$ cat config.mk
export PLATFORM = sky130hd
export DESIGN_NAME = vga_timing_driver
export DESIGN_NICKNAME = d
export VERILOG_FILES = /design/src/rtl/vga_timing_driver.sv
export SDC_FILE = /design/constraint.sdc
export NUM_CORES = 1
export LEC_CHECK = 0
export ABC_AREA = 1
export BUFFER_PORTS_ARGS = -buffer_cell sky130_fd_sc_hd__buf_2
export CAP_MARGIN = 20
export CORE_ASPECT_RATIO = 0.75
export CORE_UTILIZATION = 56
export CTS_CLUSTER_DIAMETER = 200
export DETAILED_ROUTE_END_ITERATION = 10
export PLACE_DENSITY = 0.86
export SYNTH_ARGS = -nofsm -noshare
export SYNTH_HDL_FRONTEND = slang
export SYNTH_SLANG_ARGS = --single-unit
$ cat constraint.sdc
create_clock -name vga_clk -period 2.65 [get_ports vga_clk]
set_input_delay 0.1325 -clock vga_clk [delete_from_list [all_inputs] [get_ports vga_clk]]
set_output_delay 0.1325 -clock vga_clk [all_outputs]
set_load 0.05 [all_outputs]
$ cat src/rtl/vga_timing_driver.sv
// rtl/vga_timing_driver.sv - 640x480@60 VGA timing generator with one-cycle-ahead pixel request
// Counters h_cnt/v_cnt are the only state; every output is decoded from them.
module vga_timing_driver #(
  parameter logic [9:0] H_SYNC  = 10'd96,
  parameter logic [9:0] H_BACK  = 10'd48,
  parameter logic [9:0] H_DISP  = 10'd640,
  parameter logic [9:0] H_FRONT = 10'd16,
  parameter logic [9:0] H_TOTAL = 10'd800,
  parameter logic [9:0] V_SYNC  = 10'd2,
  parameter logic [9:0] V_BACK  = 10'd33,
  parameter logic [9:0] V_DISP  = 10'd480,
  parameter logic [9:0] V_FRONT = 10'd10,
  parameter logic [9:0] V_TOTAL = 10'd525
) (
  input  logic        vga_clk,
  input  logic        vga_rst_n,
  input  logic [15:0] pixel_data,
  output logic [9:0]  pixel_xpos,
  output logic [9:0]  pixel_ypos,
  output logic        data_req,
  output logic        vga_hs,
  output logic        vga_vs,
  output logic        vga_en,
  output logic [15:0] vga_rgb,
  output logic        frame_end
);

  localparam logic [9:0] H_ACT_BEG = H_SYNC + H_BACK;
  localparam logic [9:0] H_ACT_END = H_ACT_BEG + H_DISP;
  localparam logic [9:0] H_REQ_BEG = H_ACT_BEG - 10'd1;
  localparam logic [9:0] H_REQ_END = H_ACT_END - 10'd1;
  localparam logic [9:0] V_ACT_BEG = V_SYNC + V_BACK;
  localparam logic [9:0] V_ACT_END = V_ACT_BEG + V_DISP;

  // Porch widths only matter through the totals, so refuse inconsistent sets at elaboration.
  if (H_SYNC + H_BACK + H_DISP + H_FRONT != H_TOTAL) begin : g_bad_h_total
    $error("vga_timing_driver: horizontal timing does not sum to H_TOTAL");
  end
  if (V_SYNC + V_BACK + V_DISP + V_FRONT != V_TOTAL) begin : g_bad_v_total
    $error("vga_timing_driver: vertical timing does not sum to V_TOTAL");
  end

  logic [9:0] h_cnt;
  logic [9:0] v_cnt;
  logic       h_last;
  logic       v_last;
  logic       v_act;
  logic       h_act;
  logic       h_req;

  assign h_last = (h_cnt == H_TOTAL - 10'd1);
  assign v_last = (v_cnt == V_TOTAL - 10'd1);

  always_ff @(posedge vga_clk or negedge vga_rst_n) begin
    if (!vga_rst_n) begin
      h_cnt <= '0;
      v_cnt <= '0;
    end else if (h_last) begin
      h_cnt <= '0;
      v_cnt <= v_last ? '0 : v_cnt + 10'd1;
    end else begin
      h_cnt <= h_cnt + 10'd1;
    end
  end

  assign vga_hs    = (h_cnt >= H_SYNC);
  assign vga_vs    = (v_cnt >= V_SYNC);
  assign frame_end = h_last && v_last;

  assign v_act = (v_cnt >= V_ACT_BEG) && (v_cnt < V_ACT_END);
  assign h_act = (h_cnt >= H_ACT_BEG) && (h_cnt < H_ACT_END);
  // Request window leads the active window by one clock to cover the generator's register.
  assign h_req = (h_cnt >= H_REQ_BEG) && (h_cnt < H_REQ_END);

  assign vga_en     = v_act && h_act;
  assign data_req   = v_act && h_req;
  assign pixel_xpos = data_req ? (h_cnt - H_REQ_BEG) : 10'd0;
  assign pixel_ypos = data_req ? (v_cnt - V_ACT_BEG) : 10'd0;
  assign vga_rgb    = vga_en ? pixel_data : 16'h0000;

endmodule
== Yosys cells after proc, flatten, opt, wreduce, memory -nomap -nowiden ==
Cells that the tools add are included.
W data, S select, Z words.
Operators by class
  $add $sub $neg: 4
  $lt $le $gt $ge: 8
  eq/ne operators: 2
  mux-type cells: 5
  reduce and logical (&&, ||, !) cells: 6
Operators by type and width (count)
  $mux W10: 4
  $lt A10 B10 Y1 const B: 3
  $add A10 B1 Y10 const B: 2
  $eq A10 B10 Y1 const B: 2
  $ge A10 B8 Y1 const B: 2
  $mux W16: 1
  $ge A10 B2 Y1 const B: 1
  $ge A10 B6 Y1 const B: 1
  $ge A10 B7 Y1 const B: 1
  $sub A10 B6 Y10 const B: 1
  $sub A10 B8 Y10 const B: 1
  $logic_and A1 B1 Y1: 6
Storage, ports and cells
  register bits after elaboration: 20
  input port bits: 18

== Logic depth before layout (Yosys ltp) ==
Gate-level depths: netlist (run 1).
  depth after elaboration: 4
  depth in mapped cells: 10
  depth with buffers taken out: 9

== Worst setup path after synthesis (run 1) ==
OpenSTA, ideal clock, no wires.
  path kind: flip-flop to output port
  start: register v_cnt[0]
  end: output port vga_rgb[0]
  arrival time: 1911 ps
  setup slack: 606 ps
  cell stages (with the launch flop): 10
  buffers on the path: 0
  cell sequence: dfrtp_1 ha_1 inv_1 nor2_1 nand3_1 nand2_1 nor2_2 nor2_4 nand2_4 nor2_1
Between the ends
  longest elaborated chain between the ends: 4
  elaborated cells between the ends (all ways): 5
RTL lines
  from (decl): RTL line 44  | logic [9:0] v_cnt;
  from (signal assigned): RTL line 60  | v_cnt <= v_last ? '0 : v_cnt + 10'd1;
  $ge A10 B6 Y1 or $lt A10 B10 Y1 (tied branches): RTL line 70  | assign v_act = (v_cnt >= V_ACT_BEG) && (v_cnt < V_ACT_END);
  $logic_and A1 B1 Y1 (*): RTL line 70
  $logic_and A1 B1 Y1 (*): RTL line 75  | assign vga_en = v_act && h_act;
  $mux W16 (*): RTL line 79  | assign vga_rgb = vga_en ? pixel_data : 16'h0000;
  to (decl): RTL line 24  | output logic [15:0] vga_rgb,
Every way passes the cells marked *; elsewhere a longest branch is shown, timed or not.

== Worst setup path in the final report (run 1) ==
  start: register v_cnt[0]
  end: output port pixel_xpos[4]
Between the ends
  longest elaborated chain between the ends: 4
  elaborated cells between the ends (all ways): 5
RTL lines
  $ge A10 B6 Y1 or $lt A10 B10 Y1 (tied branches): RTL line 70
  $logic_and A1 B1 Y1 (*): RTL line 70
  $logic_and A1 B1 Y1 (*): RTL line 76  | assign data_req = v_act && h_req;
  $mux W10 (*): RTL line 77  | assign pixel_xpos = data_req ? (h_cnt - H_REQ_BEG) : 10'd0;
  to (decl): RTL line 18  | output logic [9:0] pixel_xpos,
Marked as above.

==> flow_summary.toml, run 1 <==
[timing]
worst_clock_skew_ns = 0.00315
finalCritPeriodShare_pct = 93.2
report.final.slew_viol_count = 0
fmax_ghz = 0.405
period_needed_ns = 2.47
relSlewSlack_pct = 69.3
hold_viol_final = 0
rsz0062_at_grt = "false"
tns_ns = 0
setup_viol_count_final = 0
tightestPinTransition_ns = 0.461
setup_ws_ns = 0.181

[final_layout]
ff_latch_area_um2 = 502
nets = 375
fillers = 303
n_antenna_cell = 0
utilization_pct = 69.0
multiInputGateArea_mm2 = 0.00115
area_delta_synth_final_pct = 16.6
drive_gt1_share_pct = 33.6

[power_and_ir_drop]
power.switching_w = 0.000111
power_w = 0.000560
combPwrFrac_pct = 4.6
power_density_mw_per_mm2 = 244
peakVddDrop_v = 0.000320
pwr-share-seq_pct = 54.5
p_clk_share_pct = 41.0
p_sw_share_pct = 19.9
leakagePower_nw = 1.52
p_int_w = 0.000449

[global_routing]
antenna_found_initial = 0
grt_pass1_vias = 1655
grt_max_degree = 21
grt_overflow = 0
grt_pass1_wl_um = 7200
grt_use_total_pct = 24.8

[yosys]
avgSynthCellArea_um2 = 6.68
syn-num-nets = 318
synth_top_area_share_pct = 25.4
syn-instance-count = 295
yosys_warnings = 0
syn_area_mm2 = 0.00197
synth-seq-cells = 20
synth_cell_types = 25
synth_area_leaders = "dfrtp_1, nand2_1, inv_1"
ys_seq_area_share_pct = 25.4
yosysTopAreaCell = "dfrtp_1"

[clock_tree]
clkTransAtPathRegs_ns = 0.07
cts_setup_buffers = 0
cts.sinks = 20
cts_max_level = 1
cts_root_buf = "clkbuf_8"
clkLatencyLatePin_ns = 0.26
cts.path.max_buffers = 2
cts_tree = "yes"
cts_made_buffers = 3

[worst_setup_path]
path_cells = "ha_1 > inv_1 > nand3_2 > nand2_2 > inv_2 > nor2_2 > nor2_4 > nand2_2 > buf_4 > nor2_2 > buf_2"
crit_type = "register to output port"
path_delay_family = "simple AND/OR/NAND/NOR gates"
cp_num_buf_inv = 4
crit_required_ns = 2.52
cp-end-kind = "output port"
path_depth = 11
cp-start-kind = "register"
worstPathArrival_ns = 2.34
cp_max_fo = 9
max_stage_delay_ns = 0.47
ff2ff_path_depth = 7
crit_slowest_cell = "dfrtp_2"

[status]
violations = "design-rule violations"
outcome = "complete, but fails checks"

[drt]
drt_first_pass_iters = 7
via_per_inst = 4.90
drt-initial-drc-count = 109
drc = 19
wl_per_cell_um = 11.2
drt_wl_total_um = 4400
detail-route-antenna-nets = 0
vias = 1914

[die]
initial_utilization_pct = 59.1
fp.dieH_um = 53.4
core_mm2 = 0.00333
rows = 18
die_x_um = 70.5
dieArea_mm2 = 0.00376
pin_count = 59

[placed_design]
dpl.hpwl_um = 3450
place.gp.congestion = 0.877
numPortBuffers = 58
dp_worst_setup_slack_ns = 0.431

[flow_run]
timing.max_cap.violations = 0

[min_path]
hold_path_class = "primary input to async pin"
-- through the flow --
step | instances | cell area (µm²) | hold slack (ns)
finish | 391 | 2300 | 0.352
global route | 391 | 2300 | 0.404
CTS | 391 | 2300 | 0.363
detailed placement | 386 | 2230 | 0.108
global placement | 386 | 2230 | 0.101
floorplan | 295 | 1970 | -0.163
-- cells in the final DEF (no fill, tap or decap), drive strengths merged, types with 4 or more instances in the layout --
| cell | count |
|---|---|
| nor2 | 71 |
| dfrtp | 20 |
| inv | 60 |
| o21ai | 9 |
| xor2 | 17 |
| ha | 5 |
| nand2 | 67 |
| nand3 | 27 |
| clkbuf | 4 |
| nand4 | 6 |
| buf | 60 |
-- flip-flops by register name, indices dropped and copies added (netlist names) --
signal,cells
h_cnt,10
v_cnt,10
-- synth_stat cells, drive strengths merged --
cell type / number
nor2: 71
nor3: 2
buf: 9
o21ai: 9
nand2: 67
a21oi: 2
xor2: 17
dfrtp: 20
inv: 60
ha: 5
nand3: 27
nand4: 6
-- cells by family after synthesis --
group	synth area share, %
compound gates	2.98
xor+xnor	7.56
fa+ha+maj	3.17
buf+inv	16.2
flops	25.4
simple gates	44.7
-- final cells by class --
cell class,count,share of cell area [%]
clock buffers,4,2.40
repair buffers,61,13.7
flip-flops and latches,20,21.8
inverters,60,9.80
multi-input cells,206,50.1
well taps,40,2.18
-- timing repair --
| action | 4_1_cts | 5_1_grt |
|---|---|---|
| hold endpoints to repair | 20 | 0 |
| gates resized for setup | 0 | 1 |
| endpoints found under the setup margin | 0 | 9 |
| hold buffers | 1 | 0 |
-- power groups by stage --
stage | registers [W] | clock network [W] | logic [W]
after floorplan | 0.000311 | 0 | 0.00000635
final | 0.000305 | 0.000229 | 0.0000255
after global placement | 0.000311 | 0 | 0.0000243
after detailed placement | 0.000311 | 0 | 0.0000250
after CTS | 0.000305 | 0.000234 | 0.0000262
after global routing | 0.000305 | 0.000250 | 0.0000295
-- routing by layer --
metal  global-route usage (%)  routed length (µm)  share of wire, %
met1                     32.3                2050                47
met2                     40.8                1950                44
met3                     7.05                 390               8.9
met4                     6.12                  11              0.25
met5                        0                   0                 0
-- final timing paths --
path | start | endpoint | slack [ns]
max in group asynchronous | vga_rst_n | v_cnt[0]$_DFFE_PN0P_ | 1.96
min in group vga_clk | v_cnt[7]$_DFFE_PN0P_ | v_cnt[7]$_DFFE_PN0P_ | 0.58
worst min-delay path | vga_rst_n | v_cnt[2]$_DFFE_PN0P_ | 0.35
worst min register to register | v_cnt[7]$_DFFE_PN0P_ | v_cnt[7]$_DFFE_PN0P_ | 0.58
worst max-delay path | v_cnt[0]$_DFFE_PN0P_ | pixel_xpos[4] | 0.18
worst max register to register | v_cnt[0]$_DFFE_PN0P_ | v_cnt[3]$_DFFE_PN0P_ | 1.04
Power figures use the tool's default switching activity.
==> inputs of run 2 (changes only) <==
- ABC_AREA: 1 -> 0
- CAP_MARGIN: 20 -> 15
- CORE_UTILIZATION: 56 -> 50
- PLACE_DENSITY: 0.86 -> 0.8
- clock period: 2.65 -> 2.6 ns (I/O delays scaled with it)
==> run 2 against run 1 <==
- power rose by 17%
- clock power rose by 41%
- critical endpoint is now pixel_ypos[9]
- die area fell by 3.1%
- setup slack got worse by 0.079 ns
- non-clock buffer count rose by 7
- worst hold slack got worse by 0.0077 ns
- highest routed layer unchanged
- final cell count fell by 26%
- largest power group is now the clock network
- the run now ends clean
- synthesized cell count fell by 33%
==> flow_summary.toml, run 2 <==
[status]
outcome = "finished, final reports clean"

[global_routing]
antenna_found_initial = 0
grt_max_degree = 21
grt_pass1_wl_um = 6790
top_usage_layer = "met2"
grt_pass1_vias = 1404
use_met3_pct = 5.77
grt_overflow = 0
globalRouteMet2Util_pct = 37.9
grt_use_total_pct = 24.0
gr-usage-met1_pct = 34.1

[worst_setup_path]
worstPathArrival_ns = 2.37
cp-start-kind = "register"
reg2reg_from = "v_cnt[6]$_DFFE_PN0P_"
cp_max_fo = 12
crit_type = "register to output port"
cp-end-kind = "output port"
ff2ff_path_depth = 4
rrSetupSlack_ns = 0.61
crit_required_ns = 2.47
r2r_end = "v_cnt[3]$_DFFE_PN0P_"

[die]
dieArea_mm2 = 0.00365
rows = 17
pin_count = 59
fp.dieH_um = 52.5
initial_utilization_pct = 55.2
core_mm2 = 0.00308
die_x_um = 69.4

[drt]
via_per_inst = 5.74
vias = 1654
wl_per_cell_um = 14.5
drc = 0
drt-initial-drc-count = 91
detail-route-antenna-nets = 0
drt_wl_total_um = 4190
drt_first_pass_iters = 4

[yosys]
avgSynthCellArea_um2 = 8.64
synth-seq-cells = 20
ys_seq_area_share_pct = 29.4
yosysTopAreaCell = "dfrtp_1"
synth_common_cells = "dfrtp_1, nor3_1, and2_1"
synth_top_area_share_pct = 29.4
syn-instance-count = 197
synth_edf_count = 0
yosys_warnings = 0
synthFlopType = "dfrtp_1"
synth_area_leaders = "dfrtp_1, xnor2_1, and2_1"
syn_area_mm2 = 0.00170
syn-num-nets = 220
async_flop_share_pct = 100
synth_cell_types = 45

[final_layout]
n_antenna_cell = 0
area_delta_synth_final_pct = 26.2
reg_top3 = "h_cnt (10), v_cnt (10)"
final_cell_mix = "buf_2, and2_1, dfrtp_1"
utilization_pct = 69.7
final_common_cell = "buf_2"
post_layout_nonfiller_instances = 288
drive_gt1_share_pct = 39.2
nets = 274

[clock_tree]
cts_root_buf = "clkbuf_8"
cts.path.max_buffers = 2
clkTransAtPathRegs_ns = 0.09
cts.sinks = 20
clkLatencyLatePin_ns = 0.27
cts_made_buffers = 3
cts_tree = "yes"
cts_max_level = 1

[timing]
period_needed_ns = 2.50
tightestPinTransition_ns = 0.519
rsz0062_at_grt = "false"
report.final.slew_viol_count = 0
fmax_ghz = 0.400
worst_clock_skew_ns = 0.00463
tns_ns = 0
finalCritPeriodShare_pct = 96.0
setup_ws_ns = 0.103
hold_viol_final = 0
relSlewSlack_pct = 65.1
setup_viol_count_final = 0

[placed_design]
dp_worst_setup_slack_ns = 0.184
dp_cells = 282
place.gp.congestion = 0.858
dpl.hpwl_um = 3070
numPortBuffers = 58

[power_and_ir_drop]
peakVddDrop_v = 0.000322
power_density_mw_per_mm2 = 304
leakagePower_nw = 1.03

[flow_run]
timing.max_cap.violations = 0

[min_path]
hold_path_class = "primary input to async pin"
==> run 2: cell types whose count changed in the layout (fill, tap and decap cells not counted), sizes merged, moves of 9 or more <==
cell   previous run  this run
and2              0        19
inv              60         7
nor3              2        20
xnor2             0        15
nor2             71        11
nand2            67         8
xor2             17         8
nand3            27        10
==> run 2: through the flow <==
stage	power (W)	cell area [µm²]	hold slack, ns
final	0.000654	2150	0.344
after CTS	0.000656	2110	0.358
after floorplan	0.000317	1760	-0.166
after global routing	0.000673	2150	0.399
after detailed placement	0.000336	2020	0.112
after global placement	0.000336	2020	0.108
==> run 2: worst max path at each step <==
stage                         start            end  cells after the start
5_1_grt        v_cnt[6]$_DFFE_PN0P_  pixel_xpos[7]                      6
6_report         h_cnt[0]$_DFF_PN0_  pixel_ypos[9]                      7
4_1_cts          h_cnt[0]$_DFF_PN0_  pixel_ypos[9]                      7
3_5_place_dp   v_cnt[1]$_DFFE_PN0P_    vga_rgb[10]                      6
2_1_floorplan  v_cnt[1]$_DFFE_PN0P_  pixel_xpos[1]                      7
3_3_place_gp     h_cnt[0]$_DFF_PN0_  pixel_xpos[7]                      7
==> run 2: metal layers <==
| metal | up-vias | part of all wire [%] |
|---|---|---|
| met5 | - | 0 |
| met4 | 0 | 0.38 |
| met3 | 2 | 9.1 |
| met2 | 88 | 45 |
| met1 | 772 | 46 |
| li1 | 792 | - |
==> run 2: what timing repair did <==
item                                    in CTS  in global routing
endpoints found under the setup margin      19                 28
hold buffers                                 1                  0
buffers inserted                             0                  1
resized for setup                            3                  6
hold endpoints to repair                    20                  0
pin swaps                                    0                  1
==> run 2: cell type report <==
type / instances / area (µm²)
repair buffers: 68 / 374
well taps: 38 / 47.5
flip-flops and latches: 20 / 502
clock buffers: 3 / 41.3
multi-input cells: 151 / 1130
clock inverters: 1 / 30.0
inverters: 7 / 26.3
fillers: 264 / 936
==> run 2: critical path, cell delays in order (launching register included) <==
cell	delay, ns
dfrtp_2	0.46
ha_1	0.25
and3_2	0.28
o31a_1	0.34
o22ai_4	0.26
buf_6	0.23
nor3_1	0.07
buf_2	0.21
==> run 2: cells by family (layout without fill, tap and decap cells) <==
group | Yosys count | count (layout) | share of synthesized area, %
buf+inv | 26 | 79 | 9.92
flops | 20 | 20 | 29.4
fa+ha+maj | 5 | 5 | 3.67
compound gates | 21 | 21 | 8.89
mux | 2 | 2 | 1.25
simple gates | 100 | 100 | 35.0
xor+xnor | 23 | 23 | 11.8
==> run 2: power breakdown <==
group / switching (W) / internal [W] / total, W
combinational: 0.00000941 / 0.00000989 / 0.0000193
clock: 0.000118 / 0.000206 / 0.000324
sequential: 0 / 0.000311 / 0.000311
